`config.mk`:
```
export PLATFORM = sky130hd
export DESIGN_NAME = imem_loader
export DESIGN_NICKNAME = d
export VERILOG_FILES = /design/src/rtl/imem_loader.sv
export SDC_FILE = /design/constraint.sdc
export NUM_CORES = 1
export LEC_CHECK = 0
export CORE_MARGIN = 2
export CORE_UTILIZATION = 25
export CTS_CLUSTER_DIAMETER = 50
export DETAILED_ROUTE_END_ITERATION = 7
export DONT_BUFFER_PORTS = 1
export PLACE_DENSITY_LB_ADDON = 0.12
export SKIP_CTS_REPAIR_TIMING = 1
export SLEW_MARGIN = 5
export SYNTH_ARGS = -nofsm -noshare
export SYNTH_HDL_FRONTEND = slang
export SYNTH_SLANG_ARGS = --single-unit
```
`constraint.sdc`:
```
create_clock -name clk -period 5 [get_ports clk]
set_input_delay 0 -clock clk [delete_from_list [all_inputs] [get_ports clk]]
set_output_delay 0 -clock clk [all_outputs]
set_load 0.02 [all_outputs]
```
`src/rtl/imem_loader.sv`:
```
// Instruction-memory write-side loader: takes 32-bit words from a valid/ready link and
// writes them as four little-endian bytes, filling IMEM upward from byte address 0.
module imem_loader #(
  parameter int ADDR_WIDTH = 10
) (
  input  logic                  clk,
  input  logic                  rst_n,
  input  logic                  start_i,
  input  logic                  word_valid_i,
  input  logic [31:0]           word_data_i,
  input  logic                  word_last_i,
  output logic                  word_ready_o,
  output logic                  mem_we_o,
  output logic [ADDR_WIDTH-1:0] mem_addr_o,
  output logic [7:0]            mem_wdata_o,
  output logic                  busy_o,
  output logic                  done_o,
  output logic                  overflow_o,
  output logic [ADDR_WIDTH-2:0] word_count_o
);

  localparam int SLOT_W = ADDR_WIDTH - 2;

  localparam logic [2:0] ST_IDLE  = 3'd0;
  localparam logic [2:0] ST_RECV  = 3'd1;
  localparam logic [2:0] ST_WRITE = 3'd2;
  localparam logic [2:0] ST_DONE  = 3'd3;
  localparam logic [2:0] ST_ERR   = 3'd4;

  localparam logic [SLOT_W-1:0]     SLOT_ONE  = {{(SLOT_W-1){1'b0}}, 1'b1};
  localparam logic [SLOT_W-1:0]     SLOT_LAST = {SLOT_W{1'b1}};
  localparam logic [ADDR_WIDTH-2:0] CNT_ONE   = {{(ADDR_WIDTH-2){1'b0}}, 1'b1};

  logic [2:0]            state_q, state_d;
  logic [SLOT_W-1:0]     slot_q, slot_d;
  logic [1:0]            byte_q, byte_d;
  logic [31:0]           word_q, word_d;
  logic                  last_q, last_d;
  logic [ADDR_WIDTH-2:0] count_q, count_d;
  logic                  mem_we_q, mem_we_d;
  logic [ADDR_WIDTH-1:0] mem_addr_q, mem_addr_d;
  logic [7:0]            mem_wdata_q, mem_wdata_d;
  logic                  ready_q, ready_d;
  logic                  busy_q, busy_d;
  logic                  done_q, done_d;
  logic                  ovf_q, ovf_d;
  logic                  accept_s;

  function automatic logic [7:0] pick_byte(input logic [31:0] w, input logic [1:0] k);
    case (k)
      2'd0:    return w[7:0];
      2'd1:    return w[15:8];
      2'd2:    return w[23:16];
      default: return w[31:24];
    endcase
  endfunction

  assign accept_s = word_valid_i & ready_q;

  // Next-state, datapath and registered-output decode
  always_comb begin
    state_d     = state_q;
    slot_d      = slot_q;
    byte_d      = byte_q;
    word_d      = word_q;
    last_d      = last_q;
    count_d     = count_q;
    mem_addr_d  = mem_addr_q;
    mem_wdata_d = mem_wdata_q;

    case (state_q)
      ST_IDLE, ST_DONE, ST_ERR: begin
        if (start_i) begin
          state_d = ST_RECV;
          slot_d  = '0;
          byte_d  = 2'd0;
          count_d = '0;
        end else begin
          state_d = state_q;
        end
      end
      ST_RECV: begin
        // A start pulse here is ignored, so a coincident handshake always wins.
        if (accept_s) begin
          word_d  = word_data_i;
          last_d  = word_last_i;
          byte_d  = 2'd0;
          state_d = ST_WRITE;
        end else begin
          state_d = ST_RECV;
        end
      end
      ST_WRITE: begin
        if (byte_q == 2'd3) begin
          count_d = count_q + CNT_ONE;
          slot_d  = slot_q + SLOT_ONE;
          byte_d  = 2'd0;
          if (last_q) begin
            state_d = ST_DONE;
          end else if (slot_q == SLOT_LAST) begin
            state_d = ST_ERR;
          end else begin
            state_d = ST_RECV;
          end
        end else begin
          byte_d = byte_q + 2'd1;
        end
      end
      default: state_d = ST_IDLE;
    endcase

    // Write strobe is aligned with the WRITE state; the address is held between writes.
    mem_we_d = (state_d == ST_WRITE);
    if (mem_we_d) begin
      mem_addr_d  = {slot_d, byte_d};
      mem_wdata_d = pick_byte(word_d, byte_d);
    end else begin
      mem_addr_d  = mem_addr_q;
      mem_wdata_d = mem_wdata_q;
    end

    ready_d = (state_d == ST_RECV);
    busy_d  = (state_d == ST_RECV) || (state_d == ST_WRITE);
    done_d  = (state_d == ST_DONE);
    ovf_d   = (state_d == ST_ERR);
  end

  // State and output registers
  always_ff @(posedge clk or negedge rst_n) begin
    if (!rst_n) begin
      state_q     <= ST_IDLE;
      slot_q      <= '0;
      byte_q      <= 2'd0;
      word_q      <= 32'd0;
      last_q      <= 1'b0;
      count_q     <= '0;
      mem_we_q    <= 1'b0;
      mem_addr_q  <= '0;
      mem_wdata_q <= 8'd0;
      ready_q     <= 1'b0;
      busy_q      <= 1'b0;
      done_q      <= 1'b0;
      ovf_q       <= 1'b0;
    end else begin
      state_q     <= state_d;
      slot_q      <= slot_d;
      byte_q      <= byte_d;
      word_q      <= word_d;
      last_q      <= last_d;
      count_q     <= count_d;
      mem_we_q    <= mem_we_d;
      mem_addr_q  <= mem_addr_d;
      mem_wdata_q <= mem_wdata_d;
      ready_q     <= ready_d;
      busy_q      <= busy_d;
      done_q      <= done_d;
      ovf_q       <= ovf_d;
    end
  end

  assign word_ready_o = ready_q;
  assign mem_we_o     = mem_we_q;
  assign mem_addr_o   = mem_addr_q;
  assign mem_wdata_o  = mem_wdata_q;
  assign busy_o       = busy_q;
  assign done_o       = done_q;
  assign overflow_o   = ovf_q;
  assign word_count_o = count_q;

endmodule
```
==> flow_metrics.py <==
metrics = {
    "sta": {
        "clock_skew_ps": 5.31,
        "tightest_slew_ps": 858,
        "finalSetupViolations": 0,
        "hold_viol_final": 1,
        "maxSlewViolCount": 0,
        "min_period_ps": 3110,
        "fmax_mhz": 321,
        "holdWs_ps": -4.38,
        "maxSlewHeadroom": 0.427,
        "timing.final.ws_setup_ps": 1890,
        "rsz0062_at_grt": "false",
        "period_share": 0.622,
        "fin_setup_tns_ps": 0,
    },
    "synthesis": {
        "ys_seq_elements": 78,
        "synth_cells": 297,
        "ys_seq_area_frac": 0.553,
        "syn_avg_cell_area_sq_um": 11.9,
        "synthArstFlopShare": 1.00,
        "yosysUniqueCellTypes": 46,
        "synthFlopType": "dfrtp_1",
        "syn_nets": 337,
        "syn-cell-area_sq_um": 3530,
        "synth_edf_count": 0,
        "ys_warn_count": 0,
    },
    "critical_path": {
        "worstPathArrival_ps": 3330,
        "start_kind": "register",
        "cp_top_family": "simple AND/OR/NAND/NOR gates",
        "max_stage_delay_ps": 760,
        "path_common_cell": "inv_2",
        "critPathRequiredTime_ps": 5210,
        "path_class": "register to register",
        "endpoint_kind": "register",
        "slowest_stage": "nor3b_4",
        "crit_chain": "nand3b_1, nor3b_4, a31oi_1, inv_2, nand2_1, inv_2, mux2_2",
        "crit_path_max_fanout": 22,
        "cp_num_buf_inv": 2,
    },
    "power": {
        "power_mw": 2.40,
        "worst_ir_drop_vdd_uv": 209,
        "power-per-cell-area_nw_per_um2": 556,
        "leakage_nw": 1.79,
    },
    "placement": {
        "dp_slack_ps": 1820,
        "portBuffers": 0,
        "placed_area_sq_um": 3670,
        "gp_congestion": 0.732,
        "placedCellCount": 465,
        "hpwl_um": 5820,
    },
    "global_route": {
        "gr-usage-met2": 0.191,
        "grt_use_total": 0.118,
        "grt_overflow": 0,
        "grt_max_degree": 79,
        "grtUsageMet1": 0.138,
        "antenna_found_initial": 0,
        "busiest_layer": "met2",
        "grt_pass1_wl_um": 13100,
        "grt_pass1_vias": 2303,
        "use_met3": 0.0516,
    },
    "clock_tree": {
        "clock-sinks": 78,
        "cts_tree": "built",
        "cts_made_buffers": 9,
        "path_clk_slew_ps": 60,
        "clockBufferDepth": 2,
        "htreeDepth": 3,
        "root_buffer": "clkbuf_16",
        "clk_latency_ps": 330,
    },
    "route": {
        "drc": 0,
        "routed_via_density": 4.58,
        "firstDrtPassIters": 4,
        "wl_per_cell_um": 16.4,
        "vias": 2364,
        "totalWireLength_um": 8460,
        "drtIter0Drc": 106,
        "antenna_left": 0,
    },
    "run_status": {
        "outcome": "complete, but fails checks",
        "violations": "negative hold slack",
    },
    "floorplan": {
        "die_area_sq_um": 15100,
        "coreArea_sq_um": 13800,
        "fp.dieH_um": 123,
        "die_w_um": 123,
        "fp-row-count": 43,
        "pin_count": 69,
        "initial_core_util": 0.255,
    },
    "hold_path": {
        "hold_path_class": "primary input to register",
    },
    "cells_and_area": {
        "diodes": 0,
        "layout-area-overhead-vs-synth_pct": 22.1,
        "final_nets": 371,
        "fin_util": 0.312,
        "nFillCells": 1404,
        "drive_gt1_frac": 0.152,
        "fin_area_sq_um": 4310,
        "final_common_cell": "dfrtp_1",
        "fin_cells": 516,
        "final_cell_mix": "dfrtp_1 (78), dlygate4sd3_1 (34), nand2_1 (29)",
    },
    "job": {
        "maxCapViolations": 0,
    },
}
==> final timing paths <==
check                      startpoint              end  slack, ps  depth (start not counted)
max in group asynchronous       rst_n       word_q[29]       4440                          2
min in group asynchronous       rst_n  word_count_o[5]        230                          2
min                           start_i       state_q[1]         -4                          3
max reg2reg                state_q[1]    mem_addr_o[2]       1890                          7
min reg2reg                 word_q[2]        word_q[2]        490                          1
max                        state_q[1]    mem_addr_o[2]       1890                          7
==> registers in the layout, indices dropped and copies added (netlist names), 2 cells and up <==
| register | count |
|---|---|
| word_q | 32 |
| mem_addr_o | 10 |
| word_count_o | 9 |
| mem_wdata_o | 8 |
| slot_q | 8 |
| state_q | 3 |
| byte_q | 2 |
==> cell families (layout without fill, tap and decap cells) <==
family	Yosys count	count (layout)	synth area share
AND/OR/NAND/NOR	87	87	0.125
flip-flops	78	78	0.553
AO/OA/AOI/OAI	54	54	0.110
multiplexers	49	49	0.154
buffers and inverters	22	61	0.0376
XOR/XNOR	4	4	0.00993
adder cells (fa/ha/maj)	3	3	0.0106
==> power by group <==
group	switching [mW]	internal (mW)	leakage [nW]
combinational	0.412	0.342	0.661
sequential	0.199	0.848	0.995
clock	0.250	0.347	0.132
total	0.860	1.54	1.79
==> worst min-delay path: cells and delay by family <==
family / cells / cell delay (ps)
AOI/OAI and AO/OA: 1 / 140
buffers and inverters: 1 / 100
and+or+nand+nor: 1 / 50
==> cell type report <==
type | count | area [sq um] | area share
Clock buffer | 12 | 246 | 0.0572
Clock inverter | 4 | 22.5 | 0.00523
Inverter | 8 | 30.0 | 0.00697
Multi-Input combinational cell | 197 | 1450 | 0.336
Sequential cell | 78 | 1950 | 0.453
Tap cell | 180 | 225 | 0.0523
Timing Repair Buffer | 37 | 383 | 0.0889
==> cells in the mapped netlist (2+ instances only) <==
library cell	number	area [sq um]
ha_1	3	37.5
xnor2_1	4	35.0
nand3b_1	2	15.0
mux2_1	16	180
dfrtp_1	78	1950
a32o_1	3	30.0
o31ai_1	8	60.1
nand2_1	29	109
inv_2	2	7.51
o21ai_0	14	70.1
o22ai_1	9	56.3
nor2b_1	11	68.8
nor2_1	20	75.1
nand4_1	2	12.5
or3_1	2	12.5
inv_1	6	22.5
buf_6	3	33.8
a31oi_1	4	25.0
clkbuf_1	3	11.3
buf_4	3	22.5
nor3_1	4	20.0
mux2_2	25	282
mux2i_1	8	80.1
nand3_1	6	30.0
a21oi_1	6	30.0
buf_2	4	20.0
nand2b_1	3	18.8
==> routing by layer <==
metal  wire, um  part of all wire
met4        137             0.016
met5          0                 0
met2       4170              0.49
met3        626             0.074
met1       3530              0.42
Power figures use the tool's default switching activity.
